--- src/rtl/beamform_pkg.sv ---
// Shared encodings and defaults for the beamforming transmit path and its UART command decoder.
// Holds only declarations and a constant-evaluation helper; there is no logic or timing here.
package beamform_pkg;

    localparam int DEF_NUM_CH  = 8;
    localparam int DEF_DELAY_W = 6;

    typedef enum logic [2:0] {
        IDLE     = 3'd0,
        FIRE     = 3'd1,
        GUARD    = 3'd2,
        LISTEN   = 3'd3,
        WAIT_CLR = 3'd4
    } state_t;

    function automatic int max_int(input int a, input int b);
        return (a > b) ? a : b;
    endfunction

endpackage

--- src/rtl/tx_delay_channel.sv ---
// Per-channel pulse window comparator: high while delay <= cnt < delay + PULSE_CYCLES.
// Purely combinational; the parent registers the result, so it adds no latency and has no backpressure.
module tx_delay_channel #(
    parameter int DELAY_W      = 6,
    parameter int CNT_W        = 9,
    parameter int PULSE_CYCLES = 4
) (
    input  logic [CNT_W-1:0]   cnt,
    input  logic [DELAY_W-1:0] delay,
    input  logic               fire_en,
    output logic               pulse
);

    logic [CNT_W-1:0] start_cnt;
    logic [CNT_W-1:0] end_cnt;

    assign start_cnt = CNT_W'(delay);
    assign end_cnt   = start_cnt + CNT_W'(PULSE_CYCLES);
    assign pulse     = fire_en && (cnt >= start_cnt) && (cnt < end_cnt);

endmodule

--- src/rtl/beamform_transmit_fsm.sv ---
// Beam-steered multi-channel transmit sequencer: loads per-channel delays, fires, guards, listens, waits for mem_clear.
// Pulses are registered and appear on the first FIRE cycle; the next line is held off until mem_clear in WAIT_CLR.
module beamform_transmit_fsm
    import beamform_pkg::*;
#(
    parameter int NUM_CH        = DEF_NUM_CH,
    parameter int DELAY_W       = DEF_DELAY_W,
    parameter int PULSE_CYCLES  = 4,
    parameter int GUARD_CYCLES  = 2,
    parameter int LISTEN_CYCLES = 32,
    parameter int NUM_LINES     = 5
) (
    input  logic                             clk,
    input  logic                             rst,
    input  logic                             start_transmit,
    input  logic [7:0]                       received_data,
    input  logic                             new_received_data,
    input  logic                             mem_clear,
    output logic [NUM_CH-1:0]                ultrasound_pulses,
    output logic                             afe_switch,
    output logic                             transmit_in_progress,
    output logic                             busy,
    output logic [$clog2(NUM_LINES+1)-1:0]   line_index,
    output logic                             frame_done
);

    localparam int CNT_W  = DELAY_W + $clog2(PULSE_CYCLES) + 1;
    localparam int TMR_W  = $clog2(max_int(GUARD_CYCLES, LISTEN_CYCLES) + 1);
    localparam int PTR_W  = (NUM_CH > 1) ? $clog2(NUM_CH) : 1;
    localparam int LINE_W = $clog2(NUM_LINES + 1);

    state_t             state;
    state_t             state_nxt;
    logic [DELAY_W-1:0] delay_q   [NUM_CH];
    logic [DELAY_W-1:0] delay_eff [NUM_CH];
    logic [DELAY_W-1:0] max_delay;
    logic [PTR_W-1:0]   cfg_ptr;
    logic [CNT_W-1:0]   cnt;
    logic [CNT_W-1:0]   cnt_nxt;
    logic [CNT_W-1:0]   fire_len;
    logic [TMR_W-1:0]   tmr;
    logic [TMR_W-1:0]   tmr_nxt;
    logic [NUM_CH-1:0]  pulse_nxt;
    logic               fire_en;
    logic               cfg_wr;
    logic               last_line;

    assign cfg_wr    = (state == IDLE) && new_received_data;
    assign last_line = (line_index == LINE_W'(NUM_LINES - 1));
    assign fire_en   = (state_nxt == FIRE);

    // A byte arriving together with start_transmit must already shape this frame,
    // so the comparators and the max tree see the write forwarded ahead of the register.
    always_comb begin
        max_delay = '0;
        for (int i = 0; i < NUM_CH; i++) begin
            delay_eff[i] = (cfg_wr && (cfg_ptr == PTR_W'(i))) ? received_data[DELAY_W-1:0] : delay_q[i];
            if (delay_eff[i] > max_delay) begin
                max_delay = delay_eff[i];
            end
        end
    end

    always_ff @(posedge clk) begin
        if (rst) begin
            state <= IDLE;
        end else begin
            state <= state_nxt;
        end
    end

    always_comb begin
        state_nxt = state;
        case (state)
            IDLE:     if (start_transmit) state_nxt = FIRE;
            FIRE:     if (cnt == fire_len - 1'b1) state_nxt = GUARD;
            GUARD:    if (tmr == TMR_W'(GUARD_CYCLES - 1)) state_nxt = LISTEN;
            LISTEN:   if (tmr == TMR_W'(LISTEN_CYCLES - 1)) state_nxt = WAIT_CLR;
            WAIT_CLR: if (mem_clear) state_nxt = last_line ? IDLE : FIRE;
            default:  state_nxt = IDLE;
        endcase
    end

    always_comb begin
        afe_switch           = (state == LISTEN) || (state == WAIT_CLR);
        transmit_in_progress = (state == FIRE) || (state == GUARD);
        busy                 = (state != IDLE);
        frame_done           = (state == WAIT_CLR) && mem_clear && last_line;
    end

    // Counters are evaluated one cycle ahead so the pulse register lines up with the FIRE cycle it describes.
    always_comb begin
        cnt_nxt = '0;
        tmr_nxt = '0;
        if ((state == FIRE) && (state_nxt == FIRE)) begin
            cnt_nxt = cnt + 1'b1;
        end
        if (((state == GUARD) || (state == LISTEN)) && (state_nxt == state)) begin
            tmr_nxt = tmr + 1'b1;
        end
    end

    for (genvar g = 0; g < NUM_CH; g++) begin : g_ch
        tx_delay_channel #(
            .DELAY_W      (DELAY_W),
            .CNT_W        (CNT_W),
            .PULSE_CYCLES (PULSE_CYCLES)
        ) u_ch (
            .cnt     (cnt_nxt),
            .delay   (delay_eff[g]),
            .fire_en (fire_en),
            .pulse   (pulse_nxt[g])
        );
    end

    always_ff @(posedge clk) begin
        if (rst) begin
            cnt               <= '0;
            tmr               <= '0;
            fire_len          <= '0;
            cfg_ptr           <= '0;
            line_index        <= '0;
            ultrasound_pulses <= '0;
            for (int i = 0; i < NUM_CH; i++) begin
                delay_q[i] <= '0;
            end
        end else begin
            cnt               <= cnt_nxt;
            tmr               <= tmr_nxt;
            ultrasound_pulses <= pulse_nxt;
            if (cfg_wr) begin
                delay_q[cfg_ptr] <= received_data[DELAY_W-1:0];
            end
            if ((state == IDLE) && start_transmit) begin
                cfg_ptr    <= '0;
                line_index <= '0;
                fire_len   <= CNT_W'(max_delay) + CNT_W'(PULSE_CYCLES);
            end else if (cfg_wr) begin
                cfg_ptr <= (cfg_ptr == PTR_W'(NUM_CH - 1)) ? '0 : cfg_ptr + 1'b1;
            end
            if ((state == WAIT_CLR) && mem_clear && !last_line) begin
                line_index <= line_index + 1'b1;
            end
        end
    end

endmodule

--- config.mk ---
export PLATFORM = sky130hd
export DESIGN_NAME = beamform_transmit_fsm
export DESIGN_NICKNAME = d
export VERILOG_FILES = /design/src/rtl/beamform_pkg.sv /design/src/rtl/tx_delay_channel.sv /design/src/rtl/beamform_transmit_fsm.sv
export SDC_FILE = /design/constraint.sdc
export NUM_CORES = 1
export LEC_CHECK = 0
export ABC_CLOCK_PERIOD_IN_PS = 22700
export BUFFER_PORTS_ARGS = -buffer_cell sky130_fd_sc_hd__buf_2
export CORE_AREA = 2 2 163 165
export CTS_CLUSTER_SIZE = 30
export DETAILED_ROUTE_END_ITERATION = 10
export DIE_AREA = 0 0 165 167
export PLACE_DENSITY_LB_ADDON = 0.1
export REMOVE_ABC_BUFFERS = 1
export SETUP_SLACK_MARGIN = 0.5
export SYNTH_ARGS = -nofsm -noshare
export SYNTH_HDL_FRONTEND = slang
export SYNTH_SLANG_ARGS = --single-unit
--- constraint.sdc ---
create_clock -name clk -period 22.7 [get_ports clk]
set_input_delay 4.54 -clock clk [delete_from_list [all_inputs] [get_ports clk]]
set_output_delay 4.54 -clock clk [all_outputs]
set_load 0.02 [all_outputs]
==> results of run 1 <==
[synthesized netlist by cell type, types with 21 or more instances]
cell type and count:
o21ai_0 48, clkbuf_1 26, mux2i_1 60, nand2b_1 21, inv_1 83, xnor2_1 34
ha_1 141, nor2b_1 21, edfxtp_1 48, nor2_1 57, nand2_1 56, a21oi_1 45
nand3_1 37, nor3_1 29, and2_1 57, dfxtp_1 39
[report_power, final]
group / internal [mW] / switching (mW)
Combinational: 0.195 / 0.293
Clock: 0.0893 / 0.0767
Sequential: 0.175 / 0.00759
[sequential cells by signal (all words and copies together), names as in the netlist]
name,cells
line_index,3
ultrasound_pulses,8
fire_len,7
tmr,6
state,3
cfg_ptr,3
delay_q,48
cnt,9
[layout by cell type (no fill, tap or decap), types with 11 or more instances in the layout]
cell type / n
edfxtp_1: 48
nand2b_1: 21
or2_2: 11
nor3_1: 29
mux2i_1: 60
a21oi_1: 45
xnor2_1: 34
o21ai_0: 48
a21o_1: 12
inv_1: 83
dfxtp_1: 39
mux2_2: 19
nand2_1: 56
ha_1: 141
nor2_1: 53
buf_2: 25
and2_1: 57
nand4_1: 16
nand3_1: 37
nor2b_1: 21
a2111oi_0: 16
[how the worst max path moves through the flow]
stage | cells after the start | slack (ns) | to | startpoint
5_1_grt | 63 | 0.88 | fire_len[4]$_SDFFE_PP0P_ | new_received_data
3_3_place_gp | 63 | 1.90 | fire_len[4]$_SDFFE_PP0P_ | new_received_data
2_1_floorplan | 59 | 4.27 | fire_len[4]$_SDFFE_PP0P_ | new_received_data
4_1_cts | 63 | 2.31 | fire_len[4]$_SDFFE_PP0P_ | new_received_data
3_5_place_dp | 63 | 1.97 | fire_len[4]$_SDFFE_PP0P_ | new_received_data
6_report | 63 | 2.31 | fire_len[4]$_SDFFE_PP0P_ | new_received_data
[layout make-up]
class	instances	area (µm²)	share of cell area, %
inverter	86	322.8	3.312
clock buffer	9	225.2	2.310
clock inverter	7	95.09	0.9755
timing repair buffer	34	192.7	1.977
sequential	87	2222	22.80
multi-input combinational	809	6271	64.33
tap	335	419.2	4.300
[metal layers]
layer	track usage (%)	wire length, µm	vias up
li1	-	-	3699
met1	25.85	12290	3323
met2	28.53	10750	85
met3	2.042	516	12
met4	3.440	189	0
met5	0	0	-
[cell families (layout without fill, tap and decap cells)]
| kind of cell | count (synthesis) | count (layout) | synth area share [%] |
|---|---|---|---|
| compound gates | 195 | 195 | 15.05 |
| fa+ha+maj | 142 | 142 | 19.85 |
| mux | 81 | 81 | 9.535 |
| flops | 87 | 87 | 24.87 |
| buf+inv | 119 | 136 | 5.265 |
| simple gates | 347 | 347 | 21.11 |
| xor+xnor | 44 | 44 | 4.313 |
[critical path: cells and delay by family]
| family | cells | cell delay [ns] |
|---|---|---|
| AO/OA/AOI/OAI | 22 | 5.40 |
| AND/OR/NAND/NOR | 15 | 3.68 |
| adder cells (fa/ha/maj) | 9 | 2.48 |
| buffers and inverters | 7 | 0.69 |
| multiplexers | 10 | 3.86 |
==> reports/qor.yml, run 1 <==
cts:
  cts.sinks: 87
  clk_pin_slew_ns: 0.08
  cts_hold_buf: 0
  numCtsBuffers: 9
  post-cts-setup-buffer-count: 0
  cts_root_buffer: "clkbuf_16"
  cts_tree: "done"
  cts.path.max_buffers: 2
  clock_latency_ns: 0.36
  cts_max_level: 3
  cts_resized: 0
global_route:
  grt.overflow.total: 0
  grt_max_degree: 33
  first_global_vias: 6937
  grtUsageTotal_pct: 17.83
  antenna_found_initial: 0
  grt_pass1_wl_um: 38130
route:
  ant_nets: 0
  wl_per_cell_um: 17.37
  drc: 0
  dr.pass1.iters: 5
  routed_wl_um: 23740
  vias: 7119
  drt-initial-drc-count: 315
  vias_per_cell: 5.208
floorplan:
  die_h_um: 167
  die-area_mm2: 0.02756
  ioPinCount: 28
  fp.coreArea_mm2: 0.02576
  initial_core_util_pct: 34.69
  fp.dieW_um: 165
  rows: 59
critical_path:
  reg2reg_to: "fire_len[4]$_SDFFE_PP0P_"
  cpPeakStageDelay_ns: 0.77
  crit_slowest_cell: "mux2i_1"
  crit_required_ns: 22.93
  critical_path.max_fanout: 12
  startpoint_type: "input pin"
  cp_common_cell: "ha_1"
  crit_arrival_ns: 20.62
  endpoint_kind: "flip-flop"
  r2r-start: "state[1]$_SDFF_PP0_"
  r2r_setup_slack_ns: 5.98
  r2r_cells: 62
  crit_type: "in -> reg"
timing:
  hold_viol: 0
  tightest_slew_ns: 1.026
  setup_viol: 0
  grt_setup_unrepaired: "false"
  fin_skew_ns: 0.009903
  post-route-period-util_pct: 89.81
  finalMaxSlewViolations: 0
  fmax_mhz: 49.05
  hold_ws_ns: 0.4774
  tns_ns: 0
  min_period_ns: 20.39
  slew-limit-headroom_pct: 29.62
  fin_ws_ns: 2.312
job:
  maxCapViolations: 0
synth:
  yosysWarnings: 0
  synth_top_area_share_pct: 19.74
  async_reset_ff_share_pct: 0
  synth_top_area_cell: "ha_1"
  synth_area_mm2: 0.008936
  synthDistinctLibCells: 84
  synth-seq-cells: 87
  avgSynthCellArea_um2: 8.804
  synth_edf_count: 48
  netlist_top_cells_area: "ha_1 (20%), edfxtp_1 (16%), dfxtp_1 (8.7%)"
  synth_ff_type: "edfxtp_1"
  ys_seq_area_share_pct: 24.87
  synth_cells: 1015
final_layout:
  syn_to_final_growth_pct: 9.087
  fill_cells: 2648
  nets: 1181
  antenna_cells: 0
  stdcell_count: 1367
  fin_area_mm2: 0.009748
  final_util_pct: 37.84
  drive_above_1_share_pct: 10.66
min_path:
  hold_depth: 1
  hold_start: "tmr[0]$_SDFF_PP0_"
  timing.hold.worst_endpoint: "tmr[0]$_SDFF_PP0_"
  min_path_type: "reg -> reg"
pwr:
  ir_worst_vdd_mv: 0.07206
  power.total_mw: 0.8366
  p_leak_nw: 4.512
  power_density_mw_per_mm2: 85.82
placed_design:
  gp_congestion: 0.8103
  io_buffers: 25
  post-place-ws_ns: 1.966
  placedCellCount: 1351
  dp_hpwl_um: 17860
  placed_area_mm2: 0.009428
status:
  status: "complete, no violations"
(Power assumes the default switching activity.)
==> run 2, diff against run 1 <==
--- a/config.mk
+++ b/config.mk
@@ -11,6 +11,7 @@
 export CTS_CLUSTER_SIZE = 30
 export DETAILED_ROUTE_END_ITERATION = 10
 export DIE_AREA = 0 0 165 167
+export GPL_TIMING_DRIVEN = 0
 export PLACE_DENSITY_LB_ADDON = 0.1
 export REMOVE_ABC_BUFFERS = 1
 export SETUP_SLACK_MARGIN = 0.5
==> reports/qor.yml, run 2 (same netlist as run 1, synthesis figures left out) <==
status:
  status: "complete, no violations"
final_layout:
  final_util_pct: 37.86  # about the same
  drive_above_1_share_pct: 10.59  # -0.066 points
  final_cell_mix: "ha_1 (141), inv_1 (83), mux2i_1 (59), and2_1 (57), nand2_1 (56)"
  antenna_cells: 0  # unchanged
  largest_register_ffs: 48  # unchanged
  regArea_mm2: 0.002222  # unchanged
  regMostFlops: "delay_q"
  nets: 1178  # -0.25%
  reg_top3: "delay_q x48, cnt x9, ultrasound_pulses x8"
  layout_commonest_cell: "ha_1"
  syn_to_final_growth_pct: 9.143  # about the same
  multi_input_area_mm2: 0.006277  # about the same
  fill_cells: 2639  # -0.34%
pwr:
  ir_worst_vdd_mv: 0.06434  # -11%
  p_leak_nw: 4.495  # -0.38%
  power_density_mw_per_mm2: 84.36  # -1.7%
timing:
  tightest_slew_ns: 1.373  # +0.3462 ns
  slew-limit-headroom_pct: 8.153  # -21 points
  tns_ns: 0  # unchanged
  fin_skew_ns: 0.01458  # +0.004682 ns
  hold_viol: 0  # unchanged
  grt_setup_unrepaired: "false"
  min_period_ns: 20.54  # +0.1539 ns
  post-route-period-util_pct: 90.49  # +0.68 points
  finalMaxSlewViolations: 0  # unchanged
  setup_viol: 0  # unchanged
  fmax_mhz: 48.68  # -0.75%
global_route:
  grt_pass1_wl_um: 38790  # +1.7%
  grt.overflow.total: 0  # unchanged
  grt_max_degree: 33  # unchanged
  grtUsageTotal_pct: 18.07  # +0.23 points
  antenna_found_initial: 0  # unchanged
  first_global_vias: 7026  # +1.3%
critical_path:
  crit_slowest_cell: "nand3_1"
  setup.worst_path.start: "new_received_data"
  critPathBufInv: 6  # -1
  critical-path-top-delay-family: "compound AO/OA/AOI/OAI gates"
  crit_required_ns: 22.91  # -0.02 ns
  crit_type: "in -> reg"
  cpPeakStageDelay_ns: 0.66  # -0.11 ns
  crit_arrival_ns: 20.76  # +0.14 ns
  critical_path.max_fanout: 12  # unchanged
  r2r-start: "state[1]$_SDFF_PP0_"
  startpoint_type: "input pin"
  endpoint_kind: "flip-flop"
  cp_common_cell: "ha_1"
cts:
  cts_hold_buf: 0  # unchanged
  cts.path.max_buffers: 2  # unchanged
  clock_latency_ns: 0.36  # about the same
  cts.sinks: 87  # unchanged
  numCtsBuffers: 9  # unchanged
  cts_root_buffer: "clkbuf_16"
  cts_tree: "done"
  clk_pin_slew_ns: 0.08  # about the same
  cts_max_level: 3  # unchanged
route:
  dr_wl_met3_um: 564  # +9.3%
  ant_nets: 0  # unchanged
  drt-initial-drc-count: 464  # +47%
  vias: 7143  # +0.34%
  drc: 0  # unchanged
  wl_met2_um: 10970  # +2.1%
  routed_wl_um: 24050  # +1.3%
  highest_layer: "met4"
  wl_per_cell_um: 17.63  # +1.5%
  vias_per_cell: 5.237  # +0.56%
  dr.pass1.iters: 5  # unchanged
  drt-met1-wl_um: 12240  # -0.37%
floorplan:
  initial_core_util_pct: 34.69  # unchanged
  ioPinCount: 28  # unchanged
  fp.coreArea_mm2: 0.02576  # unchanged
  rows: 59  # unchanged
  die-area_mm2: 0.02756  # unchanged
  die_h_um: 167  # unchanged
  fp.dieW_um: 165  # unchanged
min_path:
  min_path_type: "reg -> reg"
  hold_start: "tmr[0]$_SDFF_PP0_"
placed_design:
  dp_hpwl_um: 18230  # +2.1%
  io_buffers: 25  # unchanged
  gp_congestion: 0.7629  # -5.8%
job:
  maxCapViolations: 0  # unchanged
run 2: cell count changes in the layout (fill, tap and decap cells not counted), sizes merged:
cell | before | now
clkinv | 2 | 3
bufinv | 1 | 0
clkbuf | 9 | 10
inv | 90 | 89
buf | 34 | 31
run 2: worst paths after layout:
kind | slack (ns) | endpoint | cells past startpoint
worst max-delay path | 2.16 | fire_len[4]$_SDFFE_PP0P_ | 62
worst min-delay path | 0.47 | tmr[0]$_SDFF_PP0_ | 1
worst max register to register | 5.83 | fire_len[4]$_SDFFE_PP0P_ | 61
worst min register to register | 0.47 | tmr[0]$_SDFF_PP0_ | 1
run 2: per-stage QoR:
stage	power, mW	hold WS (ns)	instances	instance area [µm²]	setup slack [ns]
floorplan	0.5569	0.4334	982	8788	4.273
global placement	0.6694	0.4531	1342	9333	1.554
detailed placement	0.6713	0.4557	1348	9462	1.481
CTS	0.8286	0.4753	1364	9749	1.827
global route	0.8979	0.5172	1364	9753	0.7767
finish	0.8228	0.4700	1364	9753	2.159
run 2: what timing repair did:
item	4_1_cts	5_1_grt
gates resized for setup	0	1
endpoints found under the setup margin	0	1
buffers inserted	0	0
run 2: where the power goes:
part	switching, mW	internal (mW)	leakage (nW)
Combinational	0.291	0.195	3.54
Sequential	0.00785	0.175	0.813
Clock	0.0753	0.0792	0.146
Total	0.374	0.449	4.49
run 2: per-layer routing:
metal,vias up,global-route usage (%)
li1,3694,-
met1,3342,25.98
met2,90,29.08
met3,17,1.968
met4,0,3.781
met5,-,0
run 2: final cells by class:
type / count / share of cell area (%)
well taps: 335 / 4.298
multi-input cells: 809 / 64.36
inverters: 86 / 3.310
clock inverters: 6 / 0.5003
flip-flops and latches: 87 / 22.78
clock buffers: 10 / 2.450
repair buffers: 31 / 2.296
run 2: worst register-to-register path: cells and delay by family (launching register included):
kind	cells	cell delay [ns]
AO/OA/AOI/OAI	22	5.31
AND/OR/NAND/NOR	15	4.47
multiplexers	10	3.68
adder cells (fa/ha/maj)	9	2.47
flip-flops	1	0.46
buffers and inverters	5	0.38
